==> config.mk <==
export PLATFORM = sky130hd
export DESIGN_NAME = addsub_mp_seq
export DESIGN_NICKNAME = d
export VERILOG_FILES = /design/src/rtl/addsub_pkg.sv /design/src/rtl/rca_nbit.sv /design/src/rtl/addsub_mp_seq.sv
export SDC_FILE = /design/constraint.sdc
export NUM_CORES = 1
export LEC_CHECK = 0
export CORE_MARGIN = 5
export CORE_UTILIZATION = 40
export CTS_CLUSTER_DIAMETER = 50
export DETAILED_ROUTE_END_ITERATION = 10
export MAX_ROUTING_LAYER = met4
export PLACE_DENSITY_LB_ADDON = 0.25
export SLEW_MARGIN = 20
export SYNTH_ARGS = -nofsm -noshare
export SYNTH_HDL_FRONTEND = slang
export SYNTH_HIERARCHICAL = 1
export SYNTH_SLANG_ARGS = --single-unit
export TNS_END_PERCENT = 10
==> constraint.sdc <==
create_clock -name clk -period 5.4 [get_ports clk]
set_clock_uncertainty 0.2 [all_clocks]
set_input_delay 1.08 -clock clk [delete_from_list [all_inputs] [get_ports clk]]
set_output_delay 1.08 -clock clk [all_outputs]
set_load 0.05 [all_outputs]
==> src/rtl/addsub_pkg.sv <==
// -----------------------------------------------------------------------------
// addsub_pkg
// Shared definitions for the multi-precision add/subtract sequencer:
//   - FSM state encodings (ST_IDLE, ST_RUN, ST_DONE)
//   - operation encodings (OP_ADD, OP_SUB)
//   - clog2 helper for sizing the slice index counter
// -----------------------------------------------------------------------------
package addsub_pkg;

  localparam logic [1:0] ST_IDLE = 2'd0;
  localparam logic [1:0] ST_RUN  = 2'd1;
  localparam logic [1:0] ST_DONE = 2'd2;

  localparam logic OP_ADD = 1'b0;
  localparam logic OP_SUB = 1'b1;

  // Ceiling log2 for elaboration-time sizing; bounded loop keeps it
  // friendly to every synthesis front end.
  function automatic int clog2(input int value);
    int r;
    r = 0;
    for (int i = 0; i < 31; i++) begin
      if ((1 << i) < value) r = i + 1;
    end
    return r;
  endfunction

endpackage

==> src/rtl/rca_nbit.sv <==
// -----------------------------------------------------------------------------
// rca_nbit
// Purely combinational N-bit ripple-carry adder; the single shared slice
// datapath of the sequencer.
// Ports:
//   a_i, b_i  [N-1:0]  slice operands
//   cin_i              carry into bit 0
//   sum_o     [N-1:0]  slice sum
//   cout_o             carry out of bit N-1
// -----------------------------------------------------------------------------
module rca_nbit #(
  parameter int N = 4
) (
  input  logic [N-1:0] a_i,
  input  logic [N-1:0] b_i,
  input  logic         cin_i,
  output logic [N-1:0] sum_o,
  output logic         cout_o
);

  logic [N:0] c;

  assign c[0] = cin_i;

  for (genvar i = 0; i < N; i++) begin : g_fa
    assign sum_o[i] = a_i[i] ^ b_i[i] ^ c[i];
    assign c[i+1]   = (a_i[i] & b_i[i]) | (c[i] & (a_i[i] ^ b_i[i]));
  end

  assign cout_o = c[N];

endmodule

==> src/rtl/addsub_mp_seq.sv <==
// -----------------------------------------------------------------------------
// addsub_mp_seq
// Multi-precision add/subtract sequencer. Computes a W = N*WORDS bit A+B or
// A-B by reusing one N-bit ripple-carry slice over WORDS cycles, LSB slice
// first, with the inter-slice carry held in a register.
//
// Configuration macro:
//   ADDSUB_SAT_EN  defined   -> on signed overflow the result is saturated
//                               (0x7F..F for non-negative A, 0x80..0 for
//                               negative A); overflow is still flagged.
//                  undefined -> result is the raw sum modulo 2^W.
//
// Ports:
//   clk        rising-edge clock
//   rst        synchronous active-high reset
//   in_valid   operands/op valid          in_ready   can accept (IDLE, !rst)
//   a, b [W]   operands                   sub        0: A+B, 1: A-B
//   out_valid  result valid (DONE)        out_ready  consumer accepts result
//   result [W] registered sum/difference  carry_out  MSB carry (sub: 1 = no borrow)
//   overflow   signed overflow            busy       state != IDLE
//   dbg_state  current FSM state (ST_* encodings)
//
// Handshake: a transfer happens on a rising edge where valid && ready are
// both high. The producer holds in_valid and its operands steady until
// in_ready is seen; out_valid and the result stay steady until out_ready.
// Input and output transfers never overlap: the block returns to IDLE on the
// output handshake and can accept a new op on the following edge at earliest.
// -----------------------------------------------------------------------------
module addsub_mp_seq
  import addsub_pkg::*;
#(
  parameter int N     = 4,
  parameter int WORDS = 4
) (
  input  logic                 clk,
  input  logic                 rst,
  input  logic                 in_valid,
  output logic                 in_ready,
  input  logic [N*WORDS-1:0]   a,
  input  logic [N*WORDS-1:0]   b,
  input  logic                 sub,
  output logic                 out_valid,
  input  logic                 out_ready,
  output logic [N*WORDS-1:0]   result,
  output logic                 carry_out,
  output logic                 overflow,
  output logic                 busy,
  output logic [1:0]           dbg_state
);

  localparam int W     = N * WORDS;
  localparam int IDX_W = (WORDS > 1) ? clog2(WORDS) : 1;
  localparam logic [IDX_W-1:0] LAST_IDX = IDX_W'(WORDS - 1);

`ifdef ADDSUB_SAT_EN
  localparam logic [W-1:0] SAT_MIN = W'(1) << (W - 1);
  localparam logic [W-1:0] SAT_MAX = ~SAT_MIN;
`endif

  logic [1:0]       state_q,  state_d;
  logic [IDX_W-1:0] idx_q,    idx_d;
  logic [W-1:0]     a_q,      a_d;
  logic [W-1:0]     b_q,      b_d;      // already inverted for subtraction
  logic             carry_q,  carry_d;
  logic [W-1:0]     result_q, result_d;
  logic             ovf_q,    ovf_d;

  logic [N-1:0]     a_slice;
  logic [N-1:0]     b_slice;
  logic [N-1:0]     sum_slice;
  logic             slice_cout;
  logic             last_slice;
  logic             ovf_now;

  // Operand slice select by idx (decoded mux, LSB slice = idx 0).
  always_comb begin
    a_slice = '0;
    b_slice = '0;
    for (int w = 0; w < WORDS; w++) begin
      if (idx_q == IDX_W'(w)) begin
        a_slice = a_q[w*N +: N];
        b_slice = b_q[w*N +: N];
      end
    end
  end

  rca_nbit #(.N(N)) u_slice (
    .a_i    (a_slice),
    .b_i    (b_slice),
    .cin_i  (carry_q),
    .sum_o  (sum_slice),
    .cout_o (slice_cout)
  );

  assign last_slice = (idx_q == LAST_IDX);

  // Only meaningful on the MSB slice: the slice's top sum bit is raw_sum[W-1].
  assign ovf_now = (a_q[W-1] == b_q[W-1]) && (sum_slice[N-1] != a_q[W-1]);

  always_comb begin
    state_d  = state_q;
    idx_d    = idx_q;
    a_d      = a_q;
    b_d      = b_q;
    carry_d  = carry_q;
    result_d = result_q;
    ovf_d    = ovf_q;

    case (state_q)
      ST_IDLE: begin
        if (in_valid && in_ready) begin
          state_d = ST_RUN;
          a_d     = a;
          b_d     = (sub == OP_SUB) ? ~b : b;
          carry_d = sub;               // +1 completes the two's complement
          idx_d   = '0;
        end
      end

      ST_RUN: begin
        for (int w = 0; w < WORDS; w++) begin
          if (idx_q == IDX_W'(w)) result_d[w*N +: N] = sum_slice;
        end
        carry_d = slice_cout;
        if (last_slice) begin
          state_d = ST_DONE;
          ovf_d   = ovf_now;
`ifdef ADDSUB_SAT_EN
          if (ovf_now) result_d = a_q[W-1] ? SAT_MIN : SAT_MAX;
`endif
        end else begin
          idx_d = idx_q + 1'b1;
        end
      end

      ST_DONE: begin
        if (out_ready) state_d = ST_IDLE;
      end

      default: state_d = ST_IDLE;
    endcase
  end

  always_ff @(posedge clk) begin
    if (rst) begin
      state_q  <= ST_IDLE;
      idx_q    <= '0;
      a_q      <= '0;
      b_q      <= '0;
      carry_q  <= 1'b0;
      result_q <= '0;
      ovf_q    <= 1'b0;
    end else begin
      state_q  <= state_d;
      idx_q    <= idx_d;
      a_q      <= a_d;
      b_q      <= b_d;
      carry_q  <= carry_d;
      result_q <= result_d;
      ovf_q    <= ovf_d;
    end
  end

  assign in_ready  = (state_q == ST_IDLE) && !rst;
  assign out_valid = (state_q == ST_DONE);
  assign busy      = (state_q != ST_IDLE);
  assign result    = result_q;
  assign carry_out = carry_q;
  assign overflow  = ovf_q;
  assign dbg_state = state_q;

endmodule

==> impl_metrics.json <==
{
  "clock_latency_ps": 300,
  "syn_area_per_cell_um2": 8.72,
  "ant_nets": 0,
  "routed_via_density": 4.97,
  "dpl_cell_area_um2": 3210,
  "synthMostInstantiatedCell": "dfxtp_1",
  "synth_warnings": 6,
  "ys.flop_type": "dfxtp_1",
  "drt_iter0_drc": 87,
  "overflow": 0,
  "place_congestion": 0.803,
  "ff2ff_setup_slack_ps": 1470,
  "rsz0062_at_grt": "no",
  "status": "completed",
  "start_util": 0.412,
  "die_w_um": 90.9,
  "final_cell_area_um2": 3320,
  "finalSetupTns_ps": 0,
  "synth_edf_count": 0,
  "cts_made_buffers": 5,
  "clock_sinks": 54,
  "leakage_uw": 0.00136,
  "dp_hpwl_um": 4180,
  "synth_fp_nets": 345,
  "grt_max_degree": 59,
  "required_ps": 5410,
  "maxCapViolCount": 0,
  "cts_tree": "yes",
  "die_h_um": 90.9,
  "io_buffers": 59,
  "track_usage": 0.147,
  "cellPowerDensity_nw_per_um2": 271,
  "yosys.area.top_type": "dfxtp_1",
  "dr.pass1.iters": 4,
  "clk_pin_slew_ps": 100,
  "drive_gt1_frac": 0.0376,
  "grt_first_pass_wirelength_um": 9820,
  "antenna_found_initial": 0,
  "hold_buffers": 0,
  "critPathCaptureType": "flip-flop",
  "synth_common_cells": "dfxtp_1 (54), nand2_1 (41), nand3b_1 (29), inv_1 (23), nor2_1 (19)",
  "h-tree-depth": 2,
  "hold_viol_final": 0,
  "first_global_vias": 2066,
  "relSlewSlack": 0.345,
  "fin_ws_ps": 1470,
  "start_kind": "flip-flop",
  "min_period_ps": 3930,
  "finalSetupViolCount": 0,
  "netlist_area_um2": 2620,
  "finalCritPeriodShare": 0.727,
  "hold_class": "flip-flop to flip-flop",
  "synth-seq-cells": 54,
  "die_area_um2": 8260,
  "cts.path.max_buffers": 2,
  "cts-root-buf": "clkbuf_8",
  "irDropWorstVdd_v": 0.000163,
  "tightest_slew_ps": 980,
  "yosysSeqAreaShare": 0.413,
  "io_pins": 60,
  "pre_cts_ws_ps": 1500,
  "synth_top_area_share": 0.413,
  "drv_slew": 0,
  "hold_ws_ps": 287,
  "clock.fmax_mhz": 255,
  "synthCells": 300,
  "worstPathArrival_ps": 3930,
  "postCtsSetupBuffers": 0,
  "antenna_cells": 0,
  "nets": 390,
  "num_vias": 2102,
  "core_area_um2": 6350,
  "ys_types": 32,
  "async_flop_share": 0,
  "wl_per_cell_um": 13.6,
  "netlist_top_cells_area": "dfxtp_1 (41%), nand3b_1 (8.3%), mux2i_1 (6.5%), nand2_1 (5.9%), xnor2_1 (4.0%)",
  "critical_path_peak_fanout": 17,
  "drc": 0,
  "crit_type": "flip-flop to flip-flop",
  "fillers": 615,
  "routed_wl_um": 5760,
  "rows": 29,
  "cts_resized": 0,
  "area.growth.synth_to_final_pct": 26.8
}
-- report_power, final --
| part | internal [uW] | leakage (uW) | total [uW] | switching, uW |
|---|---|---|---|---|
| Sequential | 424 | 0.000442 | 440 | 16.4 |
| Clock | 137 | 0.0000579 | 264 | 127 |
| Combinational | 87.1 | 0.000864 | 194 | 107 |
| Total | 647 | 0.00136 | 898 | 251 |
-- layer usage --
metal / up-vias / track usage / share of wire
met3: 2 / 0.0400 / 0.062
met5: - / - / 0
li1: 1092 / - / -
met4: 0 / 0.0281 / 0.0033
met2: 55 / 0.228 / 0.45
met1: 953 / 0.195 / 0.48
-- worst paths after layout --
check | from | to | depth (start not counted)
setup / recovery | idx_q[0] | overflow | 16
hold / removal | a_q[3] | a_q[3] | 2
setup reg to reg | idx_q[0] | overflow | 16
hold reg to reg | a_q[3] | a_q[3] | 2
-- critical path: stages, from the launching register on --
cell	delay (ps)
dfxtp_1	380
inv_1	100
ha_1	410
a21oi_1	200
o21ai_0	100
a22o_1	220
fa_1	420
inv_1	80
fa_1	150
inv_1	50
fa_1	350
inv_1	70
fa_1	400
inv_1	150
nor3b_1	200
nor2_1	60
a221oi_1	290
-- per-stage QoR --
step,util,power [uW],instances
after detailed placement,0.505,645,415
after global placement,0.505,641,415
after CTS,0.522,907,423
after global routing,0.522,950,423
final,0.522,898,423
after floorplan,-,576,300
-- cells by family after synthesis --
group,count (synthesis),share of synthesized area
XOR/XNOR,16,0.0536
AND/OR/NAND/NOR,101,0.203
flip-flops,54,0.413
adder cells (fa/ha/maj),8,0.0497
multiplexers,17,0.0650
AO/OA/AOI/OAI,57,0.134
buffers and inverters,47,0.0813
-- layout make-up --
cell class / count / area, um^2 / area share
Inverter: 23 / 86.3 / 0.0260
Tap cell: 77 / 96.3 / 0.0290
Clock inverter: 3 / 40.0 / 0.0121
Sequential cell: 54 / 1080 / 0.326
Timing Repair Buffer: 62 / 613 / 0.185
Clock buffer: 5 / 68.8 / 0.0207
Multi-Input combinational cell: 199 / 1330 / 0.401
-- state kept, by name, indices dropped and copies added (netlist names) --
signal,flops
result,16
carry_out,1
idx_q,2
overflow,1
a_q,16
b_q,16
dbg_state,2
-- cells in the final DEF, fill, tap and decap left out, drive strengths merged, types with 2 or more instances in the layout --
cell type	n
clkbuf	5
clkdlybuf4s50	59
buf	3
xnor2	12
nand2	41
nand2b	2
nor2	19
o31ai	9
nor2b	2
nor3	2
mux2i	17
ha	4
o21ai	20
dfxtp	54
nand3b	29
fa	4
clkinv	2
inv	23
a22o	8
xor2	4
a21oi	17
(Power assumes the default switching activity.)
